--- config.mk ---
export PLATFORM = sky130hd
export DESIGN_NAME = divisor_seq_flat
export DESIGN_NICKNAME = d
export VERILOG_FILES = /design/src/rtl/divisor_seq_pkg.sv /design/src/rtl/divisor_seq_if.sv /design/src/rtl/divisor_seq_step.sv /design/src/rtl/divisor_seq.sv /design/src/flat_wrapper.sv
export SDC_FILE = /design/constraint.sdc
export NUM_CORES = 1
export LEC_CHECK = 0
export ABC_AREA = 1
export CAP_MARGIN = 0
export CORE_ASPECT_RATIO = 0.75
export CORE_MARGIN = 5
export CORE_UTILIZATION = 43
export DETAILED_ROUTE_END_ITERATION = 6
export DONT_BUFFER_PORTS = 1
export GPL_TIMING_DRIVEN = 0
export PLACE_DENSITY_LB_ADDON = 0.12
export SYNTH_ARGS = -nofsm -noshare
export SYNTH_HDL_FRONTEND = slang
export SYNTH_HIERARCHICAL = 1
export SYNTH_SLANG_ARGS = --single-unit
--- constraint.sdc ---
create_clock -name clk -period 1.9 [get_ports clk]
set_input_delay 0.38 -clock clk [delete_from_list [all_inputs] [get_ports clk]]
set_output_delay 0.38 -clock clk [all_outputs]
set_load 0.01 [all_outputs]
--- src/rtl/divisor_seq_pkg.sv ---
// Shared types and constants for the sequential signed divider (MIPS DIV/DIVU).
package divisor_pkg;

  localparam int DIV_WIDTH = 32;
  localparam int DIV_ITER  = 32;

  localparam logic [DIV_WIDTH-1:0] DIV0_QUOTIENT = 32'hFFFF_FFFF;

  typedef enum logic [1:0] {
    IDLE = 2'd0,
    CALC = 2'd1,
    FIX  = 2'd2
  } div_state_t;

  function automatic logic [DIV_WIDTH-1:0] cond_neg(input logic [DIV_WIDTH-1:0] v,
                                                    input logic              neg);
    return neg ? (~v + 1'b1) : v;
  endfunction

endpackage

--- src/rtl/divisor_seq_if.sv ---
// Start/done handshake and HI/LO result bus between the control unit and the divider.
// DIVISOR_UNSIGNED_EN adds the Unsigned (DIVU) select, sampled with DivIn.
interface divisor_seq_if import divisor_pkg::*; #(parameter int WIDTH = DIV_WIDTH);

  logic [WIDTH-1:0] A;
  logic [WIDTH-1:0] B;
  logic             DivIn;
`ifdef DIVISOR_UNSIGNED_EN
  logic             Unsigned;
`endif
  logic [WIDTH-1:0] resultHigh;
  logic [WIDTH-1:0] resultLow;
  logic             DivOut;
  logic             Div0;

`ifdef DIVISOR_UNSIGNED_EN
  modport master (output A, B, DivIn, Unsigned,
                  input  resultHigh, resultLow, DivOut, Div0);
  modport slave  (input  A, B, DivIn, Unsigned,
                  output resultHigh, resultLow, DivOut, Div0);
`else
  modport master (output A, B, DivIn,
                  input  resultHigh, resultLow, DivOut, Div0);
  modport slave  (input  A, B, DivIn,
                  output resultHigh, resultLow, DivOut, Div0);
`endif

endinterface

--- src/rtl/divisor_seq_step.sv ---
// One restoring-division iteration: shift {rem,quo} left, trial-subtract the divisor.
module divisor_step #(
  parameter int WIDTH = 32
) (
  input  logic [WIDTH:0]   rem,
  input  logic [WIDTH-1:0] quo,
  input  logic [WIDTH-1:0] divisor,
  output logic [WIDTH:0]   rem_nxt,
  output logic [WIDTH-1:0] quo_nxt
);

  logic [WIDTH+1:0] rem_sh;
  logic [WIDTH+1:0] trial;

  // One extra guard bit so the borrow is exact even for DIVU with a full-range divisor.
  always_comb begin
    rem_sh = {rem, quo[WIDTH-1]};
    trial  = rem_sh - {2'b00, divisor};
    if (!trial[WIDTH+1]) begin
      rem_nxt = trial[WIDTH:0];
      quo_nxt = {quo[WIDTH-2:0], 1'b1};
    end else begin
      rem_nxt = rem_sh[WIDTH:0];
      quo_nxt = {quo[WIDTH-2:0], 1'b0};
    end
  end

endmodule

--- src/rtl/divisor_seq.sv ---
// Sequential 32-bit divider: remainder to HI, quotient to LO, one bit per cycle.
// Optional DIVISOR_UNSIGNED_EN build adds DIVU support through bus.Unsigned.
//
// state | meaning
// IDLE  | waiting for DivIn; divide-by-zero completes here in one edge
// CALC  | ITER restoring iterations on operand magnitudes
// FIX   | apply quotient/remainder signs, pulse DivOut
module divisor_seq import divisor_pkg::*; #(
  parameter int WIDTH = DIV_WIDTH,
  parameter int ITER  = DIV_ITER
) (
  input  logic          clk,
  input  logic          Reset,
  divisor_seq_if.slave  bus
);

  localparam int CNT_W = $clog2(ITER + 1);

  div_state_t state_q, state_d;

  logic [WIDTH:0]   rem_q;
  logic [WIDTH-1:0] quo_q;
  logic [WIDTH-1:0] dvs_q;
  logic [CNT_W-1:0] cnt_q;
  logic             sign_q_q;
  logic             sign_r_q;
  logic [WIDTH-1:0] hi_q;
  logic [WIDTH-1:0] lo_q;
  logic             done_q;
  logic             div0_q;

  logic [WIDTH:0]   rem_nxt;
  logic [WIDTH-1:0] quo_nxt;

  logic             b_zero;
  logic             uns;
  logic             neg_a;
  logic             neg_b;

  logic             ld_start;
  logic             ld_div0;
  logic             step_en;
  logic             ld_fix;

`ifdef DIVISOR_UNSIGNED_EN
  assign uns = bus.Unsigned;
`else
  assign uns = 1'b0;
`endif

  assign b_zero = (bus.B == '0);
  assign neg_a  = bus.A[WIDTH-1] & ~uns;
  assign neg_b  = bus.B[WIDTH-1] & ~uns;

  divisor_step #(.WIDTH(WIDTH)) u_step (
    .rem     (rem_q),
    .quo     (quo_q),
    .divisor (dvs_q),
    .rem_nxt (rem_nxt),
    .quo_nxt (quo_nxt)
  );

  always_ff @(posedge clk or negedge Reset) begin
    if (!Reset) state_q <= IDLE;
    else        state_q <= state_d;
  end

  always_comb begin
    state_d = state_q;
    case (state_q)
      IDLE:    if (bus.DivIn && !b_zero) state_d = CALC;
      CALC:    if (cnt_q == CNT_W'(1))   state_d = FIX;
      FIX:     state_d = IDLE;
      default: state_d = IDLE;
    endcase
  end

  always_comb begin
    ld_start = 1'b0;
    ld_div0  = 1'b0;
    step_en  = 1'b0;
    ld_fix   = 1'b0;
    case (state_q)
      IDLE: begin
        ld_start = bus.DivIn & ~b_zero;
        ld_div0  = bus.DivIn &  b_zero;
      end
      CALC:    step_en = 1'b1;
      FIX:     ld_fix  = 1'b1;
      default: ;
    endcase
  end

  always_ff @(posedge clk or negedge Reset) begin
    if (!Reset) begin
      rem_q    <= '0;
      quo_q    <= '0;
      dvs_q    <= '0;
      cnt_q    <= '0;
      sign_q_q <= 1'b0;
      sign_r_q <= 1'b0;
      hi_q     <= '0;
      lo_q     <= '0;
      done_q   <= 1'b0;
      div0_q   <= 1'b0;
    end else begin
      done_q <= 1'b0;
      if (ld_start) begin
        quo_q    <= cond_neg(bus.A, neg_a);
        dvs_q    <= cond_neg(bus.B, neg_b);
        rem_q    <= '0;
        sign_q_q <= neg_a ^ neg_b;
        sign_r_q <= neg_a;
        cnt_q    <= CNT_W'(ITER);
        div0_q   <= 1'b0;
      end
      if (ld_div0) begin
        hi_q   <= bus.A;
        lo_q   <= DIV0_QUOTIENT;
        div0_q <= 1'b1;
        done_q <= 1'b1;
      end
      if (step_en) begin
        rem_q <= rem_nxt;
        quo_q <= quo_nxt;
        cnt_q <= cnt_q - 1'b1;
      end
      // Remainder takes the dividend's sign, so the quotient truncates toward zero.
      if (ld_fix) begin
        lo_q   <= cond_neg(quo_q, sign_q_q);
        hi_q   <= cond_neg(rem_q[WIDTH-1:0], sign_r_q);
        done_q <= 1'b1;
        div0_q <= 1'b0;
      end
    end
  end

  assign bus.resultHigh = hi_q;
  assign bus.resultLow  = lo_q;
  assign bus.DivOut     = done_q;
  assign bus.Div0       = div0_q;

endmodule
--- src/flat_wrapper.sv ---
// flat-port wrapper written by rule: the top's interface ports become plain ports
module divisor_seq_flat import divisor_pkg::*;
#(
  parameter int WIDTH = DIV_WIDTH,
  parameter int ITER  = DIV_ITER
)
  (clk, Reset, bus_A, bus_B, bus_DivIn, bus_resultHigh, bus_resultLow, bus_DivOut, bus_Div0);
  divisor_seq_if #(.WIDTH(WIDTH)) bus_i ();
  input  logic clk;
  input  logic Reset;
  input wire logic [$bits(bus_i.A)-1:0] bus_A;
  input wire logic [$bits(bus_i.B)-1:0] bus_B;
  input wire logic [$bits(bus_i.DivIn)-1:0] bus_DivIn;
  output wire logic [$bits(bus_i.resultHigh)-1:0] bus_resultHigh;
  output wire logic [$bits(bus_i.resultLow)-1:0] bus_resultLow;
  output wire logic [$bits(bus_i.DivOut)-1:0] bus_DivOut;
  output wire logic [$bits(bus_i.Div0)-1:0] bus_Div0;
  assign bus_i.A = bus_A;
  assign bus_i.B = bus_B;
  assign bus_i.DivIn = bus_DivIn;
  assign bus_resultHigh = bus_i.resultHigh;
  assign bus_resultLow = bus_i.resultLow;
  assign bus_DivOut = bus_i.DivOut;
  assign bus_Div0 = bus_i.Div0;
  divisor_seq #(.WIDTH(WIDTH), .ITER(ITER)) u_core (.clk(clk), .Reset(Reset), .bus(bus_i));
endmodule
==> metrics.md <==
| Metric | Value |
|---|---|
| Failing checks | `hold timing, setup timing` |
| Num CTS Buffers | `17` |
| Area grow syn2layout | `25.3%` |
| Die width | `between 200 and 250 um` |
| Cell area after synthesis | `14,600 um^2` |
| Clock sinks | `roughly 170` |
| Vias in the first global route | `roughly 15k` |
| DRT antenna net count | `0` |
| Final worst hold slack | `-0.359 ns` |
| H-tree Lvls | `4` |
| Worst Skew | `around 0.015 ns` |
| Synth cell types | `between 40 and 50` |
| # setup viols final | `56` |
| Crit path max-delay cell type | `dfrtp_2` |
| Maximum fanout along the worst path | `3` |
| Deepest clock path buffer count | `2` |
| Wirelength per Cell | `20.1 um` |
| Power Density | `between 2000 and 2500 nW/um^2` |
| Post-Route WL | `roughly 60,000 um` |
| Critical Path Sink Type | `flop` |
| WS Path Type | `reg -> reg` |
| # DRC | `0` |
| Worst Hold Class | `in -> async` |
| Skew-Pair Late Insertion Delay | `0.46 ns` |
| Clock transition at the registers of the reported paths | `0.07 ns` |
| Max transition margin | `48.5%` |
| CP Data Required Time | `between 2 and 2.5 ns` |
| Max incr delay on CP | `around 0.47 ns` |
| Warnings, synthesis | `6` |
| Sequential Area | `between 4000 and 5000 um^2` |
| Buffers on Ports | `0` |
| Pin count of the biggest net entering global routing | `174` |
| Peak supply drop | `between 1 and 1.5 mV` |
| GP Congestion | `roughly 0.99` |
| Die area | `approximately 38,000 um^2` |
| Number of synthesized register bits | `between 150 and 200` |
| CP delay by family, top | `simple AND/OR/NAND/NOR gates` |
| DRT iter0 DRCs | `2,158` |
| FILL cells | `~3.4k` |
| Net count after synthesis | `2,461` |
| Core area | `about 34,000 um^2` |
| N_diodes | `0` |
| Layout cells sized above 1 | `between 20% and 30%` |
| Crit path launch type | `flop` |
| Row count | `a little under 60` |
| Max cap viols | `0` |
| RSZ-0062 raised after global routing | `yes` |
| Status | `finished with violations` |
| Post-synthesis average cell area | `between 6 and 7 um^2` |
| CTS tree | `yes` |
| Via/cell ratio | `around 5.5` |
| Gr usage total | `30.6%` |
| Mapped Cells | `~2.4k` |
| Cell mode on critical path | `nand2_1` |
| Area of the multi-input gates | `9780 um^2` |
| Crit-path cells | `inv_2, ha_4, fa_2, inv_2, nand2_1, nand3b_1, nand2_1, nand2_4, nand2_1, nand2_1, nand2_1, nand2_1, nand3_2, nand2_1, nand2_1, o21ai_2` |
| Min cycle time layout | `around 2.3 ns` |
| Hpwl dp | `46,100 um` |
| Initial Util | `between 40 and 50%` |
| Pins Over Slew Limit | `0` |
| Num ports | `~130` |
| Asr flop ratio synth | `100%` |
| Slew @ Worst Pin | `0.772 ns` |
| First-pass GRT wire length | `88,800 um` |
| Number of synthesized flops with an enable pin | `0` |
| Final Hold Fails | `between 150 and 200` |
| Clock root buffer | `clkbuf_16` |
| Util after Layout | `54.6%` |
| Top FF cell, synth | `dfrtp_1` |
| Die H | `around 170 um` |
| Leak | `approximately 9.0 nW` |
| WP buf/inv | `2` |
| 1st-pass router iterations | `6` |
| Initial antenna violation count | `0` |
| Fin crit share | `123%` |
| Vias post-DR | `~16k` |
| Setup WS pre-CTS | `-0.825 ns` |
| Nets | `2,587` |
| Achievable frequency | `about 430 MHz` |
| Post-route worst setup slack | `-0.441 ns` |
| Critical path data arrival time | `approximately 2.7 ns` |
| Gr ovfl total | `0` |
| Post-synthesis sequential area ratio | `29.6%` |
-- per-layer routing --
layer  vias to the layer above  part of all wire (%)  GRT usage (%)
met4                         0                   1.7           5.35
met3                        58                    13           11.0
met5                         -                     0              0
met1                      7656                    48           47.9
li1                       7712                     -              -
met2                       803                    37           40.1
-- synthesized netlist by cell type (3+ instances only) --
cell | instances | share of area, %
nand2_1 | 718 | 18
nand3_1 | 351 | 12
inv_1 | 308 | 7.9
nor2_1 | 244 | 6.3
dfrtp_1 | 173 | 30
o21ai_0 | 116 | 4.0
a21oi_1 | 55 | 1.9
buf_4 | 40 | 2.1
xor2_1 | 40 | 2.4
ha_1 | 38 | 3.3
nand4_1 | 36 | 1.5
clkbuf_1 | 34 | 0.87
o21ai_2 | 18 | 1.1
nor3_1 | 16 | 0.55
inv_2 | 15 | 0.39
and2_1 | 13 | 0.56
nand2_2 | 13 | 0.56
or2_2 | 13 | 0.56
buf_6 | 12 | 0.93
nand3b_1 | 12 | 0.62
buf_1 | 11 | 0.28
buf_2 | 11 | 0.38
nor2_2 | 10 | 0.43
o21ai_1 | 9 | 0.31
xnor2_1 | 7 | 0.42
nand3_2 | 5 | 0.34
o21a_1 | 5 | 0.26
nor2_4 | 4 | 0.31
o211ai_1 | 4 | 0.21
nor4_1 | 3 | 0.13
o31ai_1 | 3 | 0.15
-- timing repair --
| action | in CTS | in global routing |
|---|---|---|
| endpoints found under the hold margin | 173 | 173 |
| setup endpoints to repair | 129 | 100 |
| pin swaps | 50 | 70 |
| setup buffers | 70 | 31 |
| gates cloned | 7 | 1 |
| gates resized for setup | 182 | 166 |
-- cell families (layout without fill, tap and decap cells) --
family | Yosys count | in the layout | share of synthesized area, %
and+or+nand+nor | 1445 | 1445 | 42.9
buffers and inverters | 433 | 572 | 12.9
AOI/OAI and AO/OA | 218 | 218 | 8.37
DFF | 173 | 173 | 29.6
xor gates and xnor gates | 47 | 47 | 2.82
adders and majority gates | 39 | 39 | 3.39
-- final timing paths --
check                                 start               end  slack [ns]  cells past startpoint
max                        u_core/quo_q[31]  u_core/rem_q[22]       -0.44                     16
max reg2reg                u_core/quo_q[31]  u_core/rem_q[22]       -0.44                     16
min                                   Reset   u_core/rem_q[1]       -0.36                      0
min reg2reg                u_core/dvs_q[29]  u_core/dvs_q[29]        0.48                      2
min in group clk                   bus_A[0]   u_core/quo_q[0]        0.07                      2
max in group asynchronous             Reset  u_core/quo_q[31]        1.91                      0
-- stage by stage --
stage | TNS [ns] | hold slack, ns | power, mW | instances | instance area, um^2
2_1_floorplan | -1.27 | 0.0844 | 23.4 | 2355 | 15200
3_3_place_gp | -58.18 | 0.102 | 29.3 | 2805 | 15700
3_5_place_dp | -63.77 | 0.105 | 29.6 | 2805 | 15700
4_1_cts | -11.43 | -0.404 | 36.8 | 2914 | 17500
5_1_grt | -20.48 | -0.386 | 42.5 | 2944 | 18300
6_report | -15.76 | -0.359 | 39.4 | 2944 | 18300
-- placed cells by master, fill, tap and decap left out, types with 15 or more instances in the layout --
master,netlist,layout
clkbuf_2,0,15
nand3_1,351,287
inv_2,15,46
nor2_2,10,19
nand2_4,2,23
clkbuf_16,0,18
buf_4,40,126
xor2_1,40,38
nor2_1,244,221
nand2_1,718,647
nand4_1,36,36
o21ai_2,18,20
a21oi_1,55,47
o21ai_0,116,93
buf_6,12,19
inv_1,308,270
ha_4,0,34
nor2_4,4,18
nand2_2,13,60
dfrtp_2,0,35
o21ai_1,9,29
nand3_2,5,59
clkbuf_1,34,22
dfrtp_1,173,138
-- report_power, final --
group          internal, mW  leakage [nW]  switching (mW)
registers              5.46          1.98            2.22
logic                  11.2          6.68            16.8
clock network          2.18         0.298            1.58
-- flip-flops by register name (all words and copies together) (netlist names) --
register / count
u_core/bus.resultLow: 32
u_core/sign_q_q: 1
u_core/rem_q: 33
u_core/bus.DivOut: 1
u_core/cnt_q: 6
u_core/quo_q: 32
u_core/bus.resultHigh: 32
u_core/state_q: 2
u_core/sign_r_q: 1
u_core/dvs_q: 32
u_core/bus.Div0: 1
-- cell type report --
class / instances / area share (%)
plain buffers: 108 / 4.16
clock buffers: 23 / 2.61
clock inverters: 9 / 0.732
inverters: 325 / 6.82
multi-input cells: 1749 / 53.5
flip-flops and latches: 173 / 23.9
well taps: 450 / 3.08
repair buffers: 107 / 5.24
Note: power is estimated with default switching activity, not from simulation.
